`src/rtl/fetch_queue_pkg.sv`:
```
// Shared widths and packed-entry layout for the fetch queue; decode reuses the offsets.
// Entry word, LSB first: instruction | PC | PCPlus1 | BranchAddress | prediction | gshare index.
package fetch_queue_pkg;

    localparam int FQ_DEPTH = 4;
    localparam int FQ_AW    = 10;
    localparam int FQ_IW    = 32;
    localparam int FQ_GW    = 5;

    function automatic int fq_entry_w(input int iw, input int aw, input int gw);
        return iw + 3*aw + 1 + gw;
    endfunction

    function automatic int fq_off_pc(input int iw);
        return iw;
    endfunction

    function automatic int fq_off_pcp1(input int iw, input int aw);
        return iw + aw;
    endfunction

    function automatic int fq_off_baddr(input int iw, input int aw);
        return iw + 2*aw;
    endfunction

    function automatic int fq_off_pred(input int iw, input int aw);
        return iw + 3*aw;
    endfunction

    function automatic int fq_off_bstate(input int iw, input int aw);
        return iw + 3*aw + 1;
    endfunction

    localparam int FQ_ENTRY_W    = fq_entry_w(FQ_IW, FQ_AW, FQ_GW);
    localparam int FQ_OFF_INSTR  = 0;
    localparam int FQ_OFF_PC     = fq_off_pc(FQ_IW);
    localparam int FQ_OFF_PCP1   = fq_off_pcp1(FQ_IW, FQ_AW);
    localparam int FQ_OFF_BADDR  = fq_off_baddr(FQ_IW, FQ_AW);
    localparam int FQ_OFF_PRED   = fq_off_pred(FQ_IW, FQ_AW);
    localparam int FQ_OFF_BSTATE = fq_off_bstate(FQ_IW, FQ_AW);

endpackage

```
`src/rtl/fq_ptr_ctrl.sv`:
```
// Read/write pointers and occupancy for the fetch queue, with push/pop/flush gating.
// State updates one edge after the request; full is registered so fetch hold has no path from stall.
module fq_ptr_ctrl
    import fetch_queue_pkg::*;
#(
    parameter int DEPTH = FQ_DEPTH,
    localparam int PW   = $clog2(DEPTH),
    localparam int CW   = PW + 1
) (
    input  logic          clk,
    input  logic          i_rst_n,
    input  logic          i_fetch_vld,
    input  logic          i_stall,
    input  logic          i_flush,
    output logic          o_push,
    output logic          o_pop,
    output logic [PW-1:0] o_rd_ptr,
    output logic [PW-1:0] o_wr_ptr,
    output logic [CW-1:0] o_count,
    output logic          o_full,
    output logic          o_empty
);

    logic [PW-1:0] r_rd_ptr;
    logic [PW-1:0] r_wr_ptr;
    logic [CW-1:0] r_count;
    logic          w_full;
    logic          w_empty;
    logic          w_push;
    logic          w_pop;

    assign w_full  = (r_count == CW'(DEPTH));
    assign w_empty = (r_count == '0);
    assign w_push  = i_fetch_vld & ~w_full & ~i_flush;
    assign w_pop   = ~w_empty & ~i_stall & ~i_flush;

    // Flush discards everything, including the entry presented in the same cycle.
    always_ff @(posedge clk) begin
        if (!i_rst_n) begin
            r_rd_ptr <= '0;
            r_wr_ptr <= '0;
            r_count  <= '0;
        end else if (i_flush) begin
            r_rd_ptr <= '0;
            r_wr_ptr <= '0;
            r_count  <= '0;
        end else begin
            if (w_push)
                r_wr_ptr <= r_wr_ptr + PW'(1);
            if (w_pop)
                r_rd_ptr <= r_rd_ptr + PW'(1);
            if (w_push && !w_pop)
                r_count <= r_count + CW'(1);
            else if (w_pop && !w_push)
                r_count <= r_count - CW'(1);
        end
    end

    assign o_push   = w_push;
    assign o_pop    = w_pop;
    assign o_rd_ptr = r_rd_ptr;
    assign o_wr_ptr = r_wr_ptr;
    assign o_count  = r_count;
    assign o_full   = w_full;
    assign o_empty  = w_empty;

endmodule

```
`src/rtl/fetch_queue.sv`:
```
// Decoupling instruction queue between fetch and decode; first-word fall-through, one-edge latency.
// Holds fetch while full; decode stall freezes the head; EX flush empties the queue.
module fetch_queue
    import fetch_queue_pkg::*;
#(
    parameter int DEPTH = FQ_DEPTH,
    parameter int AW    = FQ_AW,
    parameter int IW    = FQ_IW,
    parameter int GW    = FQ_GW,
    localparam int PW   = $clog2(DEPTH),
    localparam int CW   = PW + 1
) (
    input  logic          clk,
    input  logic          rst,
    input  logic          fetch_valid,
    input  logic [IW-1:0] instruction,
    input  logic [AW-1:0] PC,
    input  logic [AW-1:0] PCPlus1,
    input  logic          prediction,
    input  logic [AW-1:0] Branch_state_F,
    input  logic [AW-1:0] BranchAddress_F,
    input  logic          flush,
    input  logic          stall_D,
    output logic          hold_F,
    output logic          valid_D,
    output logic [IW-1:0] instruction_D,
    output logic [AW-1:0] PC_D,
    output logic [AW-1:0] PCPlus1_D,
    output logic [AW-1:0] BranchAddress_D,
    output logic [AW-1:0] Branch_state_D,
    output logic          prediction_D,
    output logic [CW-1:0] count
);

    localparam int EW         = fq_entry_w(IW, AW, GW);
    localparam int OFF_PC     = fq_off_pc(IW);
    localparam int OFF_PCP1   = fq_off_pcp1(IW, AW);
    localparam int OFF_BADDR  = fq_off_baddr(IW, AW);
    localparam int OFF_PRED   = fq_off_pred(IW, AW);
    localparam int OFF_BSTATE = fq_off_bstate(IW, AW);

    logic          w_push;
    logic          w_pop;
    logic [PW-1:0] w_rd_ptr;
    logic [PW-1:0] w_wr_ptr;
    logic [CW-1:0] w_count;
    logic          w_full;
    logic          w_empty;
    logic [EW-1:0] w_entry;
    logic [EW-1:0] w_head;
    logic          w_unused_bstate_hi;

    logic [EW-1:0] r_mem [DEPTH];

    fq_ptr_ctrl #(
        .DEPTH (DEPTH)
    ) u_ptr_ctrl (
        .clk         (clk),
        .i_rst_n     (rst),
        .i_fetch_vld (fetch_valid),
        .i_stall     (stall_D),
        .i_flush     (flush),
        .o_push      (w_push),
        .o_pop       (w_pop),
        .o_rd_ptr    (w_rd_ptr),
        .o_wr_ptr    (w_wr_ptr),
        .o_count     (w_count),
        .o_full      (w_full),
        .o_empty     (w_empty)
    );

    // Only the low GW bits of the gshare index are architecturally meaningful.
    assign w_entry = {Branch_state_F[GW-1:0], prediction, BranchAddress_F, PCPlus1, PC, instruction};
    assign w_unused_bstate_hi = ^{Branch_state_F[AW-1:GW], w_pop};

    // Storage is deliberately unreset; outputs are masked while the queue is empty.
    always_ff @(posedge clk) begin
        if (w_push)
            r_mem[w_wr_ptr] <= w_entry;
    end

    assign w_head = r_mem[w_rd_ptr];

    always_comb begin
        valid_D         = 1'b0;
        instruction_D   = '0;
        PC_D            = '0;
        PCPlus1_D       = '0;
        BranchAddress_D = '0;
        Branch_state_D  = '0;
        prediction_D    = 1'b0;
        if (!w_empty) begin
            valid_D         = 1'b1;
            instruction_D   = w_head[0 +: IW];
            PC_D            = w_head[OFF_PC +: AW];
            PCPlus1_D       = w_head[OFF_PCP1 +: AW];
            BranchAddress_D = w_head[OFF_BADDR +: AW];
            Branch_state_D  = {{(AW-GW){1'b0}}, w_head[OFF_BSTATE +: GW]};
            prediction_D    = w_head[OFF_PRED];
        end
    end

    assign hold_F = w_full;
    assign count  = w_count;

endmodule

```
`config.mk`:
```
export PLATFORM = sky130hd
export DESIGN_NAME = fetch_queue
export DESIGN_NICKNAME = d
export VERILOG_FILES = /design/src/rtl/fetch_queue_pkg.sv /design/src/rtl/fq_ptr_ctrl.sv /design/src/rtl/fetch_queue.sv
export SDC_FILE = /design/constraint.sdc
export NUM_CORES = 1
export LEC_CHECK = 0
export BUFFER_PORTS_ARGS = -buffer_cell sky130_fd_sc_hd__buf_2
export CAP_MARGIN = 20
export CORE_UTILIZATION = 63
export CTS_BUF_LIST = sky130_fd_sc_hd__clkbuf_4 sky130_fd_sc_hd__clkbuf_8
export CTS_CLUSTER_DIAMETER = 50
export DETAILED_ROUTE_END_ITERATION = 7
export PLACE_DENSITY_LB_ADDON = 0.1
export SETUP_SLACK_MARGIN = 0.3
export SLEW_MARGIN = 20
export SYNTH_ARGS = -nofsm -noshare
export SYNTH_HDL_FRONTEND = slang
export SYNTH_HIERARCHICAL = 1
export SYNTH_SLANG_ARGS = --single-unit
```
`constraint.sdc`:
```
create_clock -name clk -period 12.49 [get_ports clk]
set_input_delay 1.249 -clock clk [delete_from_list [all_inputs] [get_ports clk]]
set_output_delay 1.249 -clock clk [all_outputs]
set_load 0.03 [all_outputs]
```
==> out/qor.yml <==
global_routing:
  grt_pass1_vias: 5912
  grt_start_max_net_pins: 69
  grtUsageTotal_pct: 22.27
  overflow: 0
  grt_first_pass_wirelength_um: 29260
  antenna_found_initial: 0
timing:
  setup_violations: 0
  drv_slew: 0
  max_freq_mhz: 234.9
  rsz0062_at_grt: "no"
  period_minus_slack_ps: 4258
  hold_viol: 0
  finalSetupTns_ps: 0
  fin_hold_ws_ps: 517.8
  finalClockSkew_ps: 13.99
  slew_headroom_pct: 24.69
  worstMarginPinSlew_ps: 1130
  period_share_pct: 34.09
clock_network:
  root_buffer: "clkbuf_8"
  postCtsSetupBuffers: 0
  cts_buffers: 44
  clkTransAtPathRegs_ps: 60
  clk-insertion-delay-late_ps: 540
  cts.hold.buffers_added: 0
  post_cts_resized: 0
  htreeDepth: 2
  clock_sinks: 279
  clock_path_buffers: 3
  cts_tree: "done"
power_and_ir_drop:
  leakage_nw: 4.147
  power.internal_mw: 1.483
  swShare_pct: 22.13
  combPwrFrac_pct: 7.0
  p_per_area_nw_per_um2: 154.8
  switching_power_mw: 0.4215
  p_clk_share_pct: 37.9
  ir_drop_uv: 120.9
  power_frac_seq_pct: 55.2
place:
  post_dp_cell_area_um2: 11480
  place_congestion: 0.6974
  dpl.hpwl_um: 9726
  portBuffers: 145
critical_path:
  slowest_stage: "nand2b_2"
  cp_max_fo: 35
  max_stage_delay_ps: 770
  critPathArrivalTime_ps: 3010
  path_cells: "nor3_2, nand2b_2, buf_4, o22ai_1, buf_2"
  cp-end-kind: "output port"
  worst_ep_required_time_ps: 11240
  start_kind: "flop"
  worstSetupPathType: "reg -> out"
logic_synthesis:
  yosysTopAreaCellShare_pct: 76.91
  synth_edf_count: 272
  async_flop_share_pct: 0
  synth_area_leaders: "edfxtp_1 77%, mux2i_1 13%, o22ai_1 4.0%, dfxtp_1 1.3%, buf_6 0.85%"
  ys_types: 33
  synth_most_common_cell: "edfxtp_1"
  syn_avg_cell_area_um2: 18.93
  yosys.area.top_type: "edfxtp_1"
  ys_seq_area_share_pct: 78.23
  postSynthCellCount: 561
  ys_ff_latch: 279
  synthFlopType: "edfxtp_1"
  synthTopCellsByCount: "272 x edfxtp_1, 138 x mux2i_1, 68 x o22ai_1"
  synth_warnings: 6
  synth_area_um2: 10620
die:
  die_w_um: 131.8
  rows: 47
  io_pins: 156
  die_h_um: 131.8
  die_area_um2: 17380
  initial_core_util_pct: 64.27
  core_area_um2: 16520
run:
  drv_cap: 0
worst_hold_path:
  hp-class: "reg -> reg"
route:
  vias: 5507
  drt-total-wl_um: 18990
  routedWlPerCell_um: 19.44
  drtAntennaViolNets: 0
  first_pass_iters: 5
  drc: 0
  viasPerCell: 5.637
  first_iter_violations: 327
outcome:
  status: "finished, final reports clean"
layout:
  stdcell_area_um2: 12300
  final_nets: 807
  nFillCells: 1012
  syn_to_final_growth_pct: 15.86
  drive_above_1_share_pct: 30.42
==> power by group through the flow <==
stage | sequential [mW] | clock, mW | combinational [mW]
after CTS | 1.05 | 0.736 | 0.134
after global routing | 1.05 | 0.777 | 0.141
after floorplan | 1.07 | 0 | 0.0864
after detailed placement | 1.07 | 0 | 0.133
final | 1.05 | 0.721 | 0.133
after global placement | 1.07 | 0 | 0.130
==> cell type report <==
cell class                      instances  area (um2)  area share, %
Clock inverter                         15       93.84         0.7627
Inverter                                4       15.01         0.1220
Sequential cell                       279        8312          67.55
Clock buffer                           60       732.0          5.949
Tap cell                              220       275.3          2.237
Multi-Input combinational cell        246        2096          17.03
Antenna cell                            1       2.502        0.02034
Timing Repair Buffer                  152       778.2          6.325
==> metal layers <==
layer,GRT usage [%],wire length (um),vias to the layer above
li1,-,-,2581
met1,25.86,7566,2720
met2,39.51,9763,173
met3,5.575,1252,33
met4,9.302,406,0
met5,0,0,-
==> path summary, 6_finish.rpt <==
kind	start	endpoint	slack [ps]	cells after the start
max	u_ptr_ctrl/o_count[0]$_SDFFE_PP0P_	instruction_D[24]	8230	5
min reg2reg	u_ptr_ctrl/o_rd_ptr[1]$_SDFFE_PP0P_	u_ptr_ctrl/o_rd_ptr[1]$_SDFFE_PP0P_	520	2
min	u_ptr_ctrl/o_rd_ptr[1]$_SDFFE_PP0P_	u_ptr_ctrl/o_rd_ptr[1]$_SDFFE_PP0P_	520	2
max reg2reg	u_ptr_ctrl/o_count[0]$_SDFFE_PP0P_	r_mem[2][65]$_DFFE_PP_	9930	5
==> kinds of logic after synthesis <==
logic type      synth area share, %
simple gates                  1.496
compound gates                4.359
xor+xnor                     0.1650
fa+ha+maj                    0.3063
buf+inv                       2.403
flops                         78.23
other cells                 0.03531
mux                           13.01
==> registers in the layout (all words and copies together), names as in the netlist <==
register / flops
u_ptr_ctrl/o_wr_ptr: 2
r_mem: 272
u_ptr_ctrl/o_count: 3
u_ptr_ctrl/o_rd_ptr: 2
==> cells in the final DEF, fill, tap and decap left out, drive strengths merged, types with 2 or more instances in the layout <==
| cell | synthesis | final |
|---|---|---|
| a21oi | 3 | 3 |
| buf | 27 | 152 |
| clkbuf | 9 | 60 |
| clkinv | 0 | 12 |
| clkinvlp | 0 | 2 |
| conb | 1 | 5 |
| dfxtp | 7 | 7 |
| edfxtp | 272 | 272 |
| inv | 4 | 4 |
| mux2i | 138 | 138 |
| nand2 | 4 | 4 |
| nand2b | 4 | 4 |
| nor2 | 3 | 3 |
| nor3 | 2 | 2 |
| nor3b | 2 | 2 |
| o21ai | 3 | 3 |
| o22ai | 68 | 68 |
| or3 | 4 | 4 |
| xor2 | 2 | 2 |
==> critical path, delay by kind of cell (launching register included) <==
family | cells | cell delay [ps]
buffers and inverters | 2 | 760
AND/OR/NAND/NOR | 2 | 1140
flip-flops | 1 | 380
AO/OA/AOI/OAI | 1 | 170
==> metrics by stage <==
step,instances,power (mW),setup WS (ps),util (%)
2_1_floorplan,565,1.158,5266,-
3_3_place_gp,901,1.199,8761,69.45
3_5_place_dp,901,1.203,8750,69.45
4_1_cts,976,1.921,8160,74.45
5_1_grt,976,1.969,8028,74.45
6_report,977,1.905,8232,74.46
Note: power is estimated with default switching activity, not from simulation.
